`src/rtl/shadow_reg_pkg.sv`:
```
// Shared types for the shadow register bank.
// Holds the commit FSM state encoding and the operating mode constants.
package shadow_reg_pkg;

    typedef enum logic [1:0] {
        IDLE   = 2'd0,
        ARMED  = 2'd1,
        COMMIT = 2'd2
    } state_t;

    localparam int MODE_TRANSPARENT = 0;
    localparam int MODE_SHADOW      = 1;

endpackage

```
`src/rtl/shadow_reg_cell.sv`:
```
// One channel of the bank: staging register, active register and pending flag.
// In transparent mode the staging copy is bypassed and writes hit q directly.
module shadow_reg_cell #(
    parameter int               WIDTH     = 8,
    parameter logic [WIDTH-1:0] RESET_VAL = '0
) (
    input  logic             clk,
    input  logic             rst,
    input  logic             clear,
    input  logic             shadow,
    input  logic             wr_en,
    input  logic [WIDTH-1:0] d,
    input  logic             take,
    output logic [WIDTH-1:0] q,
    output logic             pending
);

    logic [WIDTH-1:0] staging;

    always_ff @(posedge clk or posedge rst) begin
        if (rst) begin
            staging <= RESET_VAL;
            q       <= RESET_VAL;
            pending <= 1'b0;
        end else if (clear) begin
            staging <= RESET_VAL;
            q       <= RESET_VAL;
            pending <= 1'b0;
        end else if (!shadow) begin
            if (wr_en) begin
                q <= d;
            end
        end else begin
            // A write on the commit edge lands after the transfer, so it
            // re-arms this channel for the following commit.
            if (take && pending) begin
                q       <= staging;
                pending <= 1'b0;
            end
            if (wr_en) begin
                staging <= d;
                pending <= 1'b1;
            end
        end
    end

endmodule

```
`src/rtl/shadow_register_bank.sv`:
```
// Multi-channel register bank with optional double-buffered atomic commit.
// Top holds the commit FSM and counter; channels live in shadow_reg_cell.
module shadow_register_bank
    import shadow_reg_pkg::*;
#(
    parameter int               WIDTH     = 8,
    parameter int               CHANNELS  = 2,
    parameter int               SHADOW    = 1,
    parameter logic [WIDTH-1:0] RESET_VAL = '0,
    parameter int               CNT_W     = 8
) (
    input  logic                      clk,
    input  logic                      rst,
    input  logic [CHANNELS-1:0]       wr_en,
    input  logic [CHANNELS*WIDTH-1:0] d,
    input  logic                      commit,
    input  logic                      clear,
    output logic [CHANNELS*WIDTH-1:0] q,
    output logic [CHANNELS-1:0]       pending,
    output logic                      commit_done,
    output logic [CNT_W-1:0]          commit_cnt,
    output logic [1:0]                fsm_state
);

    localparam logic SHADOW_ON = (SHADOW == MODE_SHADOW);

    state_t state;
    logic   take;

    // A commit only counts when something is staged; clear overrides it.
    assign take      = SHADOW_ON && commit && !clear && (|pending);
    assign fsm_state = state;

    for (genvar i = 0; i < CHANNELS; i++) begin : g_ch
        shadow_reg_cell #(
            .WIDTH     (WIDTH),
            .RESET_VAL (RESET_VAL)
        ) u_cell (
            .clk     (clk),
            .rst     (rst),
            .clear   (clear),
            .shadow  (SHADOW_ON),
            .wr_en   (wr_en[i]),
            .d       (d[i*WIDTH +: WIDTH]),
            .take    (take),
            .q       (q[i*WIDTH +: WIDTH]),
            .pending (pending[i])
        );
    end

    always_ff @(posedge clk or posedge rst) begin
        if (rst) begin
            state       <= IDLE;
            commit_done <= 1'b0;
            commit_cnt  <= '0;
        end else if (clear) begin
            state       <= IDLE;
            commit_done <= 1'b0;
        end else if (SHADOW_ON) begin
            commit_done <= take;
            if (take) begin
                state      <= COMMIT;
                commit_cnt <= commit_cnt + CNT_W'(1);
            end else begin
                case (state)
                    IDLE:    if (|wr_en) state <= ARMED;
                    ARMED:   state <= ARMED;
                    COMMIT:  state <= ((|wr_en) || (|pending)) ? ARMED : IDLE;
                    default: state <= IDLE;
                endcase
            end
        end
    end

endmodule

```
`config.mk`:
```
export PLATFORM = sky130hd
export DESIGN_NAME = shadow_register_bank
export DESIGN_NICKNAME = d
export VERILOG_FILES = /design/src/rtl/shadow_reg_pkg.sv /design/src/rtl/shadow_reg_cell.sv /design/src/rtl/shadow_register_bank.sv
export SDC_FILE = /design/constraint.sdc
export NUM_CORES = 1
export LEC_CHECK = 0
export ABC_AREA = 1
export CAP_MARGIN = 10
export CORE_MARGIN = 1
export CORE_UTILIZATION = 43
export DETAILED_ROUTE_END_ITERATION = 6
export PLACE_DENSITY = 0.82
export SETUP_SLACK_MARGIN = 0.05
export SLEW_MARGIN = 20
export SYNTH_ARGS = -nofsm -noshare
export SYNTH_HDL_FRONTEND = slang
export SYNTH_SLANG_ARGS = --single-unit
```
`constraint.sdc`:
```
create_clock -name clk -period 1.15 [get_ports clk]
set_clock_uncertainty 0.1 [all_clocks]
set_input_delay 0.115 -clock clk [delete_from_list [all_inputs] [get_ports clk]]
set_output_delay 0.115 -clock clk [all_outputs]
set_load 0.005 [all_outputs]
```
**Word level (Yosys, flattened, before mapping)**

Index checks and enable logic that the tools add are counted.
W data, S select, Z words.

- Flip-flop bits (word level): 45
- Input bits: 22
- Output and inout port bits: 29
- Logic and storage cells: 50

- Add/sub/neg operators: 1
- Equality and inequality tests: 3
- Mux-type cells: 20
- Bitwise gates (word level): 1
- Reduce and logical (&&, ||, !) cells: 16

Operator list:

| cell | count |
|---|---|
| $mux W8 | 8 |
| $add A8 B1 Y8 const B | 1 |
| $mux W1 | 8 |
| $reduce_bool A2 Y1 | 4 |
| $mux W2 | 3 |
| $pmux W2 S3 | 1 |
| $reduce_bool A3 Y1 | 2 |
| $logic_and A1 B1 Y1 | 4 |
| $ne A4 B3 Y1 const B | 1 |
| $reduce_or A2 Y1 | 2 |
| $eq A2 B1 Y1 const B | 1 |
| $eq A2 B2 Y1 const B | 1 |
| $logic_not A2 Y1 | 1 |
| $reduce_and A2 Y1 | 1 |
| $logic_not A1 Y1 | 1 |
| $logic_or A1 B1 Y1 | 1 |
| $not A1 Y1 | 1 |

**Logic depth before layout (Yosys ltp)**

- Depth after elaboration: 7
- Gate-level depth with buffers: 7
- Depth with buffers taken out: 7

**By module**

From an unflattened synthesis, not the netlist that was laid out.

- Cells, all modules: 279
- Area, all modules: 2262.2 um^2

By module, submodules not included:

| module | instances | cells an instance | area an instance (um^2) | sequential area each (um^2) |
|---|---|---|---|---|
| shadow_reg_cell | 2 | 105 | 840.8 | 425.4 |
| shadow_register_bank | 1 | 69 | 580.6 | 275.3 |

**Least setup slack after synthesis**

Ideal clock, no wire load.

- Path type: reg-to-reg
- Start: register commit_cnt[0]
- End: register commit_cnt[4]
- Library setup time: 0.125 ns
- Arrival time: 0.998 ns
- Data required time: 0.925 ns
- Slack: -0.073 ns
- Stages on the path, launching flop included: 6
- Path buffers: 0
- Period minus slack after synthesis: 1.223 ns
- Cells stage by stage: dfrtp_1 > ha_1 > inv_1 > nor2_1 > nand2_2 > xnor2_2

- Cells in the longest elaborated chain, start to end: 1

RTL lines:

| what | line | source |
|---|---|---|
| start, declared | shadow_register_bank.sv:21 | `output logic [CNT_W-1:0] commit_cnt,` |
| start signal, assigned | shadow_register_bank.sv:63 | `commit_cnt <= commit_cnt + CNT_W'(1);` |
| $add A8 B1 Y8 | shadow_register_bank.sv:63 |  |

Every way passes these cells.
A chain may end at the register's enable or synchronous reset.

**Worst setup path in the final report**

- Start: register g_ch[0].u_cell.pending
- End: register state[0], in the netlist fsm_state[0]

- Cells in the longest elaborated chain, start to end: 6
- Elaborated cells on any way between the ends: 8
- Classes of those cells: eq/ne (1); mux (4); reduce/logical (3)

RTL lines:

| what | line | source |
|---|---|---|
| start, declared | shadow_reg_cell.sv:15 | `output logic pending` |
| start signal, assigned | shadow_reg_cell.sv:24 | `pending <= 1'b0;` |
| start signal, assigned | shadow_reg_cell.sv:28 | `pending <= 1'b0;` |
| start signal, assigned | shadow_reg_cell.sv:38 | `pending <= 1'b0;` |
| $reduce_or A2 Y1 (*) | shadow_register_bank.sv:31, shadow_register_bank.sv:68 |  |
| $logic_or A1 B1 Y1 | shadow_register_bank.sv:68 | `COMMIT: state <= ((\|wr_en) \|\| (\|pending)) ? ARMED : IDLE;` |
| $mux W1 | shadow_register_bank.sv:68 |  |
| $pmux W2 S3 | shadow_register_bank.sv:65 | `case (state)` |
| $mux W2 | shadow_register_bank.sv:61 | `if (take) begin` |
| $mux W2 | shadow_register_bank.sv:56 | `end else if (clear) begin` |
| end signal, assigned | shadow_register_bank.sv:68 |  |
| end, declared | shadow_register_bank.sv:27 | `state_t state;` |

Every way passes the cells marked *; elsewhere a longest branch is shown, timed or not.

==> load_flow_metrics.sql <==
INSERT INTO impl_metrics (metric_group, metric, value, unit) VALUES
('clocking', 'cts_tree', 'yes', ''),
('yosys', 'postSynthCellCount', '203', ''),
('yosys', 'yosysSeqAreaShare', '0.586', ''),
('clocking', 'cts.sinks', '45', ''),
('die', 'core_region_area', '4140', 'µm²'),
('finish', 'finish.net_count', '317', ''),
('yosys', 'post_synth_and_or_nand_nor_area_fraction', '0.172', ''),
('clocking', 'clk_root_buffer_cell', 'sky130_fd_sc_hd__clkbuf_8', ''),
('status', 'violated_checks', 'setup timing', ''),
('yosys', 'synth-adder-area-share', '0.00651', ''),
('clocking', 'ctsHtreeMaxLevel', '2', ''),
('yosys', 'leading_post_synthesis_cells_by_cell_area', 'sky130_fd_sc_hd__dfrtp_1 59%, sky130_fd_sc_hd__nand3_1 8.1%, sky130_fd_sc_hd__o21ai_0 7.5%', ''),
('power', 'p_total', '4.06', 'mW'),
('global_route', 'antenna_found_initial', '0', ''),
('hold_path', 'worst_hold_startpoint', 'commit', ''),
('power', 'p_leak', '1.44', 'nW'),
('yosys', 'post_synth.cell_area_avg', '9.47', 'µm²'),
('worst_setup_path', 'r2r.worst_path.cells', '7', ''),
('routing', 'route.detailed.wl_per_inst', '16.7', 'µm'),
('routing', 'detail_route.drc_violations', '0', ''),
('die', 'die-height', '68.9', 'µm'),
('die', 'dieWidth', '68.9', 'µm'),
('yosys', 'synth_top_family_by_area', 'simple AND/OR/NAND/NOR gates', ''),
('worst_setup_path', 'slowest_stage', 'sky130_fd_sc_hd__dfrtp_2', ''),
('sta', 'layout_min_cycle_time', '1.33', 'ns'),
('global_route', 'first_pass_grt_wire_length', '7.82', 'mm'),
('worst_setup_path', 'cp.arrival', '1.47', 'ns'),
('sta', 'finalMaxSlewViolations', '0', ''),
('global_route', 'first_global_vias', '1741', ''),
('clocking', 'ctsHoldBuffers', '0', ''),
('worst_setup_path', 'regToRegEndpoint', 'fsm_state[0]', ''),
('sta', 'rsz_0062_raised_after_global_routing', 'true', ''),
('yosys', 'synth-xor-area-share', '0.0260', ''),
('sta', 'max_clock_freq', '0.750', 'GHz'),
('place', 'dpl.hpwl', '3.20', 'mm'),
('finish', 'drive_above_1_share', '0.410', ''),
('worst_setup_path', 'endpoint_kind', 'register', ''),
('die', 'placement_rows', '23', ''),
('power', 'peak_supply_drop', '0.807', 'mV'),
('worst_setup_path', 'r2r_setup_slack', '-0.18', 'ns'),
('sta', 'max_slew.worst_pin.slew', '0.243', 'ns'),
('global_route', 'grt_remaining_overflow', '0', ''),
('routing', 'routed_vias_inst', '5.41', ''),
('finish', 'area_delta_synth_final', '50.9', '%'),
('clocking', 'cts_buf_count', '5', ''),
('clocking', 'cts-root-to-sink-buffers', '2', ''),
('clocking', 'clk-insertion-delay-late', '0.32', 'ns'),
('status', 'result_of_the_run', 'complete, but fails checks', ''),
('yosys', 'synth_top_area_frac', '0.586', ''),
('worst_setup_path', 'worstSetupPathType', 'reg -> reg', ''),
('sta', 'post-route-worst-setup-slack', '-0.182', 'ns'),
('finish', 'mostFrequentLayoutCell', 'sky130_fd_sc_hd__dfrtp_1', ''),
('hold_path', 'hold_path_class', 'in -> reg', ''),
('die', 'die_area', '4740', 'µm²'),
('sta', 'finalHoldViolations', '0', ''),
('sta', 'slew_headroom', '0.838', ''),
('worst_setup_path', 'timing.critical_path.fanout_max', '5', ''),
('finish', 'most_used_cells_in_the_layout_excluding_fill_and_tap_cells', '43 x sky130_fd_sc_hd__dfrtp_1, 33 x sky130_fd_sc_hd__buf_4, 28 x sky130_fd_sc_hd__inv_1', ''),
('worst_setup_path', 'crit_required', '1.29', 'ns'),
('sta', 'finalSetupViolCount', '20', ''),
('place', 'gpl.final_weighted_congestion', '0.772', ''),
('place', 'io_buffer_count', '50', ''),
('hold_path', 'whs_endpoint', 'fsm_state[1]', ''),
('worst_setup_path', 'cp_num_buf_inv', '3', ''),
('place', 'pre_cts_ws', '-0.319', 'ns'),
('routing', 'drt_first_pass_iters', '5', ''),
('run', 'maxCapViolations', '0', ''),
('die', 'ioPinCount', '51', ''),
('yosys', 'post_synth_num_cell_types', '20', ''),
('yosys', 'synth-seq-cells', '45', ''),
('global_route', 'grt.total_usage', '0.234', '');
## kinds of logic (layout without fill, tap and decap cells)
logic type	Yosys count	in the layout
XOR/XNOR	4	4
AO/OA/AOI/OAI	42	42
flip-flops	45	45
buffers and inverters	43	135
adder cells (fa/ha/maj)	1	1
AND/OR/NAND/NOR	68	68
## power breakdown
part | switching (mW) | internal (mW)
Sequential | 0.0780 | 1.73
Clock | 0.580 | 0.429
Combinational | 0.635 | 0.610
## worst max path at each step
stage                           start                   to  slack, ns
3_3_place_gp                    clear        commit_cnt[4]      -0.28
4_1_cts        g_ch[1].u_cell.pending        commit_cnt[5]      -0.12
5_1_grt                 commit_cnt[1]        commit_cnt[5]      -0.21
2_1_floorplan           commit_cnt[0]        commit_cnt[4]       0.02
6_report       g_ch[0].u_cell.pending         fsm_state[0]      -0.18
3_5_place_dp                   commit  g_ch[1].u_cell.q[0]      -0.32
## stage by stage
stage / area [µm²] / std cells / hold slack [ns]
3_3_place_gp: 2600 / 311 / 0.390
4_1_cts: 2750 / 340 / 0.116
5_1_grt: 2900 / 345 / 0.0776
3_5_place_dp: 2600 / 311 / 0.406
2_1_floorplan: 1940 / 203 / 0.0256
6_report: 2900 / 345 / 0.0582
## cells in the mapped netlist
master and number:
sky130_fd_sc_hd__a21oi_1 10, sky130_fd_sc_hd__buf_6 1, sky130_fd_sc_hd__nand2_2 5, sky130_fd_sc_hd__xnor2_1 1, sky130_fd_sc_hd__o21ai_0 29, sky130_fd_sc_hd__buf_2 6, sky130_fd_sc_hd__inv_1 31, sky130_fd_sc_hd__xor2_1 1
sky130_fd_sc_hd__ha_1 1, sky130_fd_sc_hd__buf_4 2, sky130_fd_sc_hd__inv_2 2, sky130_fd_sc_hd__nand4_1 4, sky130_fd_sc_hd__nand2_1 21, sky130_fd_sc_hd__o31ai_1 3, sky130_fd_sc_hd__clkinv_2 1, sky130_fd_sc_hd__xnor2_2 2
sky130_fd_sc_hd__dfrtp_1 45, sky130_fd_sc_hd__nor2_4 2, sky130_fd_sc_hd__nor2_1 5, sky130_fd_sc_hd__nand3_1 31
## final cells by class
cell class | instances | area [µm²] | share of cell area
multi-input cells | 115 | 748 | 0.258
well taps | 50 | 62.6 | 0.0216
inverters | 34 | 135 | 0.0466
clock buffers | 6 | 72.6 | 0.0250
repair buffers | 92 | 733 | 0.253
flip-flops and latches | 45 | 1130 | 0.389
clock inverters | 2 | 15.0 | 0.00517
repair inverters | 1 | 7.51 | 0.00259
## per-layer routing
layer	track usage	part of all wire	routed length, µm
met1	0.275	0.37	2160
met2	0.403	0.54	3140
met3	0.0395	0.052	298
met4	0.128	0.029	169
met5	0	0	0
## sequential cells by signal, summed over array words and instances, names as in the netlist
signal               flops
g_ch.u_cell.pending      2
g_ch.u_cell.staging     16
commit_cnt               8
commit_done              1
g_ch.u_cell.q           16
fsm_state                2
## worst register-to-register path, cell delays in order, from the launching register on
cell and delay [ns]:
sky130_fd_sc_hd__dfrtp_2 0.43, sky130_fd_sc_hd__buf_6 0.13, sky130_fd_sc_hd__nor2_4 0.14, sky130_fd_sc_hd__nor2_4 0.05, sky130_fd_sc_hd__buf_4 0.15, sky130_fd_sc_hd__clkinv_2 0.06, sky130_fd_sc_hd__nand3_1 0.09, sky130_fd_sc_hd__nor2_1 0.11
## timing repair
action | CTS | global route
gates resized for setup | 128 | 40
setup buffers | 21 | 6
gates cloned | 1 | 0
pin swaps | 6 | 10
endpoints found under the setup margin | 56 | 46
(Power assumes the default switching activity.)
